===== src/rtl/mat_scan_scheduler_if.sv =====
`default_nettype none
// ============================================================================
// mat_scan_scheduler_if
// Control/read-stream bundle between the frame-scan sequencer and its users.
// Revision: 1.0
// ============================================================================
interface mat_scan_scheduler_if;
  logic        start;
  logic        abort;
  logic        mem_ready;
  logic        rd_en;
  logic [15:0] rd_addr;
  logic [4:0]  slot_wr;
  logic [4:0]  slot_cal;
  logic        cal_en;
  logic [15:0] center_addr;
  logic        border;
  logic        busy;
  logic        done;

  modport master (
    input  start, abort, mem_ready,
    output rd_en, rd_addr, slot_wr, slot_cal, cal_en, center_addr, border, busy, done
  );

  modport slave (
    output start, abort, mem_ready,
    input  rd_en, rd_addr, slot_wr, slot_cal, cal_en, center_addr, border, busy, done
  );
endinterface
`default_nettype wire


===== src/rtl/mat_scan_scheduler.sv =====
`default_nettype none
// ============================================================================
// mat_scan_scheduler
// Frame-scan sequencer: pixel read stream, bank slot pointers, window centers.
// Revision: 1.0
// ============================================================================
module mat_scan_scheduler #(
  parameter int W          = 360,
  parameter int H          = 120,
  parameter int LAG_OFFSET = 722,
  parameter int SLOTS      = 31,
  parameter int LAG        = 2,
  parameter int MARGIN     = 2
) (
  input  logic                 clk,
  input  logic                 nRESET,
  mat_scan_scheduler_if.master bus
);

  localparam int CW = (W > 1) ? $clog2(W) : 1;
  localparam int RW = (H > 1) ? $clog2(H) : 1;

  localparam logic [15:0]   c_LAST_FETCH = 16'(W * H - 1);
  localparam logic [15:0]   c_LAST_FLUSH = 16'(W * H + LAG_OFFSET - 1);
  localparam logic [15:0]   c_LAG_OFFSET = 16'(LAG_OFFSET);
  localparam logic [4:0]    c_SLOT_LAST  = 5'(SLOTS - 1);
  localparam logic [4:0]    c_LAG        = 5'(LAG);
  localparam logic [4:0]    c_LAG_WRAP   = 5'(SLOTS - LAG);
  localparam logic [CW-1:0] c_COL_LAST   = CW'(W - 1);
  localparam logic [CW-1:0] c_COL_LO     = CW'(MARGIN);
  localparam logic [CW-1:0] c_COL_HI     = CW'(W - MARGIN);
  localparam logic [RW-1:0] c_ROW_LAST   = RW'(H - 1);
  localparam logic [RW-1:0] c_ROW_LO     = RW'(MARGIN);
  localparam logic [RW-1:0] c_ROW_HI     = RW'(H - MARGIN);

  typedef enum logic [1:0] {
    S_IDLE  = 2'd0,
    S_FETCH = 2'd1,
    S_FLUSH = 2'd2,
    S_DONE  = 2'd3
  } state_t;

  state_t        r_state;
  logic [15:0]   r_pos;
  logic [4:0]    r_slotWr;
  logic [CW-1:0] r_ccol;
  logic [RW-1:0] r_crow;

  logic          w_accept;
  logic          w_advance;
  logic          w_calEn;
  logic [4:0]    w_slotCal;
  logic          w_edge;

  assign w_accept  = (r_state == S_FETCH) && bus.mem_ready;
  assign w_advance = w_accept || (r_state == S_FLUSH);
  assign w_calEn   = (w_accept && (r_pos >= c_LAG_OFFSET)) || (r_state == S_FLUSH);
  assign w_slotCal = (r_slotWr >= c_LAG) ? (r_slotWr - c_LAG) : (r_slotWr + c_LAG_WRAP);
  assign w_edge    = (r_ccol < c_COL_LO) || (r_ccol >= c_COL_HI) ||
                     (r_crow < c_ROW_LO) || (r_crow >= c_ROW_HI);

  always_ff @(posedge clk or negedge nRESET) begin
    if (!nRESET) begin
      r_state  <= S_IDLE;
      r_pos    <= '0;
      r_slotWr <= '0;
      r_ccol   <= '0;
      r_crow   <= '0;
    end else if (bus.abort) begin
      // Counters are left as-is; the next start clears them.
      r_state <= S_IDLE;
    end else begin
      if (w_advance) begin
        r_pos    <= r_pos + 16'd1;
        r_slotWr <= (r_slotWr == c_SLOT_LAST) ? 5'd0 : r_slotWr + 5'd1;
      end
      if (w_calEn) begin
        if (r_ccol == c_COL_LAST) begin
          r_ccol <= '0;
          r_crow <= (r_crow == c_ROW_LAST) ? '0 : r_crow + RW'(1);
        end else begin
          r_ccol <= r_ccol + CW'(1);
        end
      end
      case (r_state)
        S_IDLE: begin
          if (bus.start) begin
            r_state  <= S_FETCH;
            r_pos    <= '0;
            r_slotWr <= '0;
            r_ccol   <= '0;
            r_crow   <= '0;
          end
        end
        S_FETCH: begin
          if (w_accept && (r_pos == c_LAST_FETCH)) r_state <= S_FLUSH;
        end
        S_FLUSH: begin
          if (r_pos == c_LAST_FLUSH) r_state <= S_DONE;
        end
        S_DONE:  r_state <= S_IDLE;
        default: r_state <= S_IDLE;
      endcase
    end
  end

  assign bus.rd_en       = (r_state == S_FETCH);
  assign bus.rd_addr     = r_pos;
  assign bus.slot_wr     = r_slotWr;
  assign bus.slot_cal    = w_slotCal;
  assign bus.cal_en      = w_calEn;
  assign bus.center_addr = r_pos - c_LAG_OFFSET;
  assign bus.border      = w_calEn && w_edge;
  assign bus.busy        = (r_state == S_FETCH) || (r_state == S_FLUSH);
  assign bus.done        = (r_state == S_DONE);

endmodule
`default_nettype wire


===== src/flat_wrapper.sv =====
// flat-port wrapper written by rule: the top's interface ports become plain ports
module mat_scan_scheduler_flat 
#(
  parameter int W          = 360,
  parameter int H          = 120,
  parameter int LAG_OFFSET = 722,
  parameter int SLOTS      = 31,
  parameter int LAG        = 2,
  parameter int MARGIN     = 2
)
  (clk, nRESET, bus_start, bus_abort, bus_mem_ready, bus_rd_en, bus_rd_addr, bus_slot_wr, bus_slot_cal, bus_cal_en, bus_center_addr, bus_border, bus_busy, bus_done);
  mat_scan_scheduler_if bus_i ();
  input  logic clk;
  input  logic nRESET;
  input wire logic [$bits(bus_i.start)-1:0] bus_start;
  input wire logic [$bits(bus_i.abort)-1:0] bus_abort;
  input wire logic [$bits(bus_i.mem_ready)-1:0] bus_mem_ready;
  output wire logic [$bits(bus_i.rd_en)-1:0] bus_rd_en;
  output wire logic [$bits(bus_i.rd_addr)-1:0] bus_rd_addr;
  output wire logic [$bits(bus_i.slot_wr)-1:0] bus_slot_wr;
  output wire logic [$bits(bus_i.slot_cal)-1:0] bus_slot_cal;
  output wire logic [$bits(bus_i.cal_en)-1:0] bus_cal_en;
  output wire logic [$bits(bus_i.center_addr)-1:0] bus_center_addr;
  output wire logic [$bits(bus_i.border)-1:0] bus_border;
  output wire logic [$bits(bus_i.busy)-1:0] bus_busy;
  output wire logic [$bits(bus_i.done)-1:0] bus_done;
  assign bus_i.start = bus_start;
  assign bus_i.abort = bus_abort;
  assign bus_i.mem_ready = bus_mem_ready;
  assign bus_rd_en = bus_i.rd_en;
  assign bus_rd_addr = bus_i.rd_addr;
  assign bus_slot_wr = bus_i.slot_wr;
  assign bus_slot_cal = bus_i.slot_cal;
  assign bus_cal_en = bus_i.cal_en;
  assign bus_center_addr = bus_i.center_addr;
  assign bus_border = bus_i.border;
  assign bus_busy = bus_i.busy;
  assign bus_done = bus_i.done;
  mat_scan_scheduler #(.W(W), .H(H), .LAG_OFFSET(LAG_OFFSET), .SLOTS(SLOTS), .LAG(LAG), .MARGIN(MARGIN)) u_core (.clk(clk), .nRESET(nRESET), .bus(bus_i));
endmodule

===== config.mk =====
export PLATFORM = sky130hd
export DESIGN_NAME = mat_scan_scheduler_flat
export DESIGN_NICKNAME = d
export VERILOG_FILES = /design/src/rtl/mat_scan_scheduler_if.sv /design/src/rtl/mat_scan_scheduler.sv /design/src/flat_wrapper.sv
export SDC_FILE = /design/constraint.sdc
export NUM_CORES = 1
export LEC_CHECK = 0
export ABC_AREA = 1
export CORE_ASPECT_RATIO = 1.75
export CORE_MARGIN = 2
export CORE_UTILIZATION = 50
export CTS_BUF_LIST = sky130_fd_sc_hd__clkbuf_4
export DETAILED_ROUTE_END_ITERATION = 7
export PLACE_DENSITY = 0.78
export SLEW_MARGIN = 25
export SYNTH_ARGS = -nofsm -noshare
export SYNTH_HDL_FRONTEND = slang
export SYNTH_SLANG_ARGS = --single-unit

===== constraint.sdc =====
create_clock -name clk -period 1.75 [get_ports clk]
set_input_delay 0.4375 -clock clk [delete_from_list [all_inputs] [get_ports clk]]
set_output_delay 0.4375 -clock clk [all_outputs]
set_load 0.02 [all_outputs]

==> results of run 1 <==
==> metrics by stage <==
step                      area (um^2)  hold WS (ps)  setup slack, ps  cells
after detailed placement         4860           526             -710    713
after floorplan                  3300           142             -317    455
after CTS                        5410           122             -622    747
after global placement           4860           517             -675    713
==> cells by family after synthesis <==
kind of cell    synth area share (%)
compound gates                  10.1
xor+xnor                        3.94
fa+ha+maj                       7.64
buf+inv                         11.2
flops                           31.4
simple gates                    35.8
==> metal layers <==
layer / GRT usage [%] / overflow
met1: 87.1 / 6
met2: 144 / 623
met3: 61.2 / 6
met4: 118 / 144
met5: 7.03 / 0
==> timing repair <==
item                       in CTS
gates resized for setup       248
setup endpoints to repair      85
buffers inserted               25
gates cloned                    1
pin swaps                      40
hold endpoints to repair        0
==> flow_summary.yaml, run 1 <==
run_status:
  status: "stopped before the end"
  lastStage: "global routing (5_1_grt)"
  stop_error: "[ERROR GRT-0232] Routing congestion too high. Check the congestion heatmap in the GUI."
clock_tree:
  cts_buffer_depth: 2
  cts.sinks: 39
  hold_buffers: 0
  numCtsBuffers: 5
  htree_levels: 2
  root_buffer: "clkbuf_4"
floorplanning:
  dieHeight_um: 108
  rows: 38
  ios: 52
  dieWidth_um: 63.6
  start_util_pct: 51.1
synth:
  ys_top_cells_by_count: "113 x nand2_1, 63 x inv_1, 53 x nor2_1, 39 x dfrtp_1, 38 x nand3_1"
  ys.flop_type: "dfrtp_1"
  netlist_area_mm2: 0.00311
  synth_area_per_cell_um2: 6.84
  yosysWarnings: 0
  syn_nets: 479
  ys_top_cells_by_area: "dfrtp_1 31%, nand2_1 14%, ha_1 7.6%, inv_1 7.6%, nor2_1 6.4%"
  synth_top_area_cell: "dfrtp_1"
  ys_seq_elements: 39
  synth.most_common_cell: "nand2_1"
  synthCells: 455
  yosys.area.top_type_share_pct: 31.4
  synth-edff-count: 0
  ys_seq_area_share_pct: 31.4
  synth-async-reset-ratio_pct: 100
  synth.distinct_cells: 36
placement:
  gp_congestion: 0.969
  dp_hpwl_um: 8440
  port_buffers: 51
grt:
  grt.overflow.total: 779
  grt_max_degree: 40
  grt_usage_pct: 101
timing:
  worst_endpoint: "bus_center_addr[15]"
  worstEndpointType: "top-level output"
==> inputs of run 2 (changes only) <==
--- a/config.mk
+++ b/config.mk
@@ -6,12 +6,10 @@
 export NUM_CORES = 1
 export LEC_CHECK = 0
 export ABC_AREA = 1
-export CORE_ASPECT_RATIO = 1.75
 export CORE_MARGIN = 2
-export CORE_UTILIZATION = 50
-export CTS_BUF_LIST = sky130_fd_sc_hd__clkbuf_4
+export CORE_UTILIZATION = 40
 export DETAILED_ROUTE_END_ITERATION = 7
-export PLACE_DENSITY = 0.78
+export PLACE_DENSITY_LB_ADDON = 0.15
 export SLEW_MARGIN = 25
 export SYNTH_ARGS = -nofsm -noshare
 export SYNTH_HDL_FRONTEND = slang
==> constraint.sdc (replaced) <==
create_clock -name clk -period 2.3 [get_ports clk]
set_input_delay 0.575 -clock clk [delete_from_list [all_inputs] [get_ports clk]]
set_output_delay 0.575 -clock clk [all_outputs]
set_load 0.02 [all_outputs]
==> run 2 against run 1 <==
The flow now finishes, with violations (setup timing); synthesized area unchanged; synthesized cell count unchanged.
==> flow_summary.yaml, run 2 <==
clock_tree:
  root_buffer: "clkbuf_8"
  insertion_delay_ps: 300
  hold_buffers: 0
  tritoncts: "done"
  htree_levels: 2
  cts.sinks: 39
  numCtsBuffers: 5
  clk_pin_slew_ps: 80
  cts_buffer_depth: 2
cells_and_area:
  final_cell_mix: "109 x buf_4, 101 x nand2_1, 57 x inv_1, 46 x nor2_1, 35 x nand3_1"
  final_common_cell: "buf_4"
  nets: 629
  insertedDiodeCount: 0
  drive_gt1_share_pct: 33.2
  final_area_mm2: 0.00477
  final_core_util_pct: 62.3
  area_delta_synth_final_pct: 53.2
  largest_reg_flops: 16
worst_setup_path:
  cp-end-kind: "primary output"
  r2r_setup_slack_ps: 280
  startpoint: "u_core.bus.rd_addr[2]"
  arrival_ps: 1780
  r2r_start: "u_core.r_state[1]"
  worst_setup_path_start_kind: "flip-flop"
  crit_type: "reg -> out"
  ff2ff_path_depth: 10
  endpoint: "bus_center_addr[15]"
  cp_max_fo: 3
  rr_endpoint: "u_core.bus.rd_addr[13]"
  crit_required_ps: 1730
route:
  wl_per_cell_um: 12.8
  wirelength_um: 9070
  ant_nets: 0
  dr.first_iter.drc_count: 136
  firstDrtPassIters: 4
  num_vias: 3493
  drc: 0
  avgViaCountPerCell: 4.93
floorplanning:
  die_area_mm2: 0.00850
  core_area_mm2: 0.00765
  ios: 52
  dieHeight_um: 92.2
  dieWidth_um: 92.2
  rows: 32
  start_util_pct: 40.7
timing:
  skew_ps: 8.55
  grt_setup_unrepaired: "yes"
  fmax_ghz: 0.425
  period_needed_ps: 2350
  hold_viol: 0
  fin_crit_sh_pct: 102
  slew_violations: 0
  tightestPinTransition_ps: 587
  setup_viol: 6
  relSlewSlack_pct: 60.9
  fin_ws_ps: -52.5
  timing.hold.ws_ps: 273
synth:
  synth.most_common_cell: "nand2_1"
  synth_top_area_cell: "dfrtp_1"
  synth_area_per_cell_um2: 6.84
  ys_top_cells_by_count: "113 x nand2_1, 63 x inv_1, 53 x nor2_1, 39 x dfrtp_1, 38 x nand3_1"
  netlist_area_mm2: 0.00311
  ys.flop_type: "dfrtp_1"
  yosysWarnings: 0
  yosys.area.top_type_share_pct: 31.4
  ys_seq_area_share_pct: 31.4
  synth-async-reset-ratio_pct: 100
  syn_nets: 479
  synth-edff-count: 0
  synthCells: 455
  ys_seq_elements: 39
  synth.distinct_cells: 36
  ys_top_cells_by_area: "dfrtp_1 31%, nand2_1 14%, ha_1 7.6%, inv_1 7.6%, nor2_1 6.4%"
run_status:
  status: "finished, violations left"
  violations: "setup timing"
grt:
  grt_util_met3_pct: 2.71
  grt_busiest_layer: "met2"
  grt_pass1_vias: 3171
  grt.overflow.total: 0
  grt_pass1_wl_um: 14600
  use_met2_pct: 36.2
  grt_usage_pct: 21.0
  antenna_found_initial: 0
  use_met1_pct: 28.3
  grt_max_degree: 23
power:
  switching_share_pct: 42.4
  p_seq_share_pct: 22.0
  internal-power_mw: 2.12
  pwr-share-comb_pct: 61.7
  vdd_drop_max_mv: 1.07
  p_switching_mw: 1.56
  leakage_nw: 2.42
  finalPower_mw: 3.68
  clock_power_share_pct: 16.3
  power.density_mw_per_mm2: 772
hold_path:
  hp-class: "in -> async"
placement:
  dpl-instance-area_mm2: 0.00437
  port_buffers: 51
  dp_hpwl_um: 6710
  gp_congestion: 0.889
job:
  max-cap-violations: 0
-- run 2: cell counts after synthesis --
No cell type changed its count.
-- run 2: how the worst min path moves through the flow --
stage / cells past startpoint / endpoint / slack [ps] / from
floorplan: 0 / u_core.bus.rd_addr[0] / 280 / nRESET
detailed placement: 2 / u_core.r_crow[0] / 500 / u_core.r_crow[0]
global placement: 2 / u_core.r_crow[0] / 490 / u_core.r_crow[0]
CTS: 1 / u_core.bus.rd_addr[6] / 270 / nRESET
finish: 1 / u_core.bus.rd_addr[2] / 270 / nRESET
global route: 1 / u_core.r_ccol[0] / 300 / nRESET
-- run 2: power by group through the flow --
| stage | Clock (mW) | Combinational (mW) | Sequential, mW |
|---|---|---|---|
| 2_1_floorplan | 0 | 0.999 | 0.916 |
| 3_3_place_gp | 0 | 2.14 | 0.808 |
| 3_5_place_dp | 0 | 2.16 | 0.812 |
| 4_1_cts | 0.613 | 2.07 | 0.801 |
| 5_1_grt | 0.646 | 2.45 | 0.819 |
| 6_report | 0.601 | 2.27 | 0.809 |
-- run 2: worst max-delay path: stages, from the launching register on --
cell	delay (ps)
dfrtp_1	400
inv_2	110
ha_4	160
nand2_4	50
nand2_2	50
nand2_2	70
nand2_4	90
o21ai_4	70
nor2_4	110
nand3_2	90
xor2_2	150
buf_6	130
-- run 2: cell families after synthesis --
family	Yosys count	synth area share, %
adder cells (fa/ha/maj)	19	7.64
buffers and inverters	81	11.2
AO/OA/AOI/OAI	58	10.1
XOR/XNOR	14	3.94
AND/OR/NAND/NOR	244	35.8
flip-flops	39	31.4
-- run 2: metrics by stage --
| step | cells | TNS [ps] | setup WS [ps] |
|---|---|---|---|
| 6_report | 708 | -127 | -52.5 |
| 4_1_cts | 697 | -469 | -176 |
| 2_1_floorplan | 455 | 0 | 20.4 |
| 5_1_grt | 708 | -977 | -135 |
| 3_5_place_dp | 687 | -3230 | -390 |
| 3_3_place_gp | 687 | -3040 | -406 |
-- run 2: layout make-up --
class	count	area (um^2)
timing repair buffer	155	1270
clock inverter	3	43.8
tap	102	128
multi-input combinational	335	2010
inverter	69	260
sequential	39	985
fill	702	2880
clock buffer	5	68.8
-- run 2: repair_timing --
action,4_1_cts,5_1_grt
endpoints found under the hold margin,0,0
resized for setup,100,67
endpoints found under the setup margin,21,19
pin swaps,5,20
buffers inserted,2,11
-- run 2: per-layer routing --
metal | vias to the layer above | part of all wire [%]
met5 | - | 0
met4 | 0 | 1.2
met3 | 14 | 5.1
met2 | 87 | 49
met1 | 1621 | 45
li1 | 1771 | -
(Power assumes the default switching activity.)
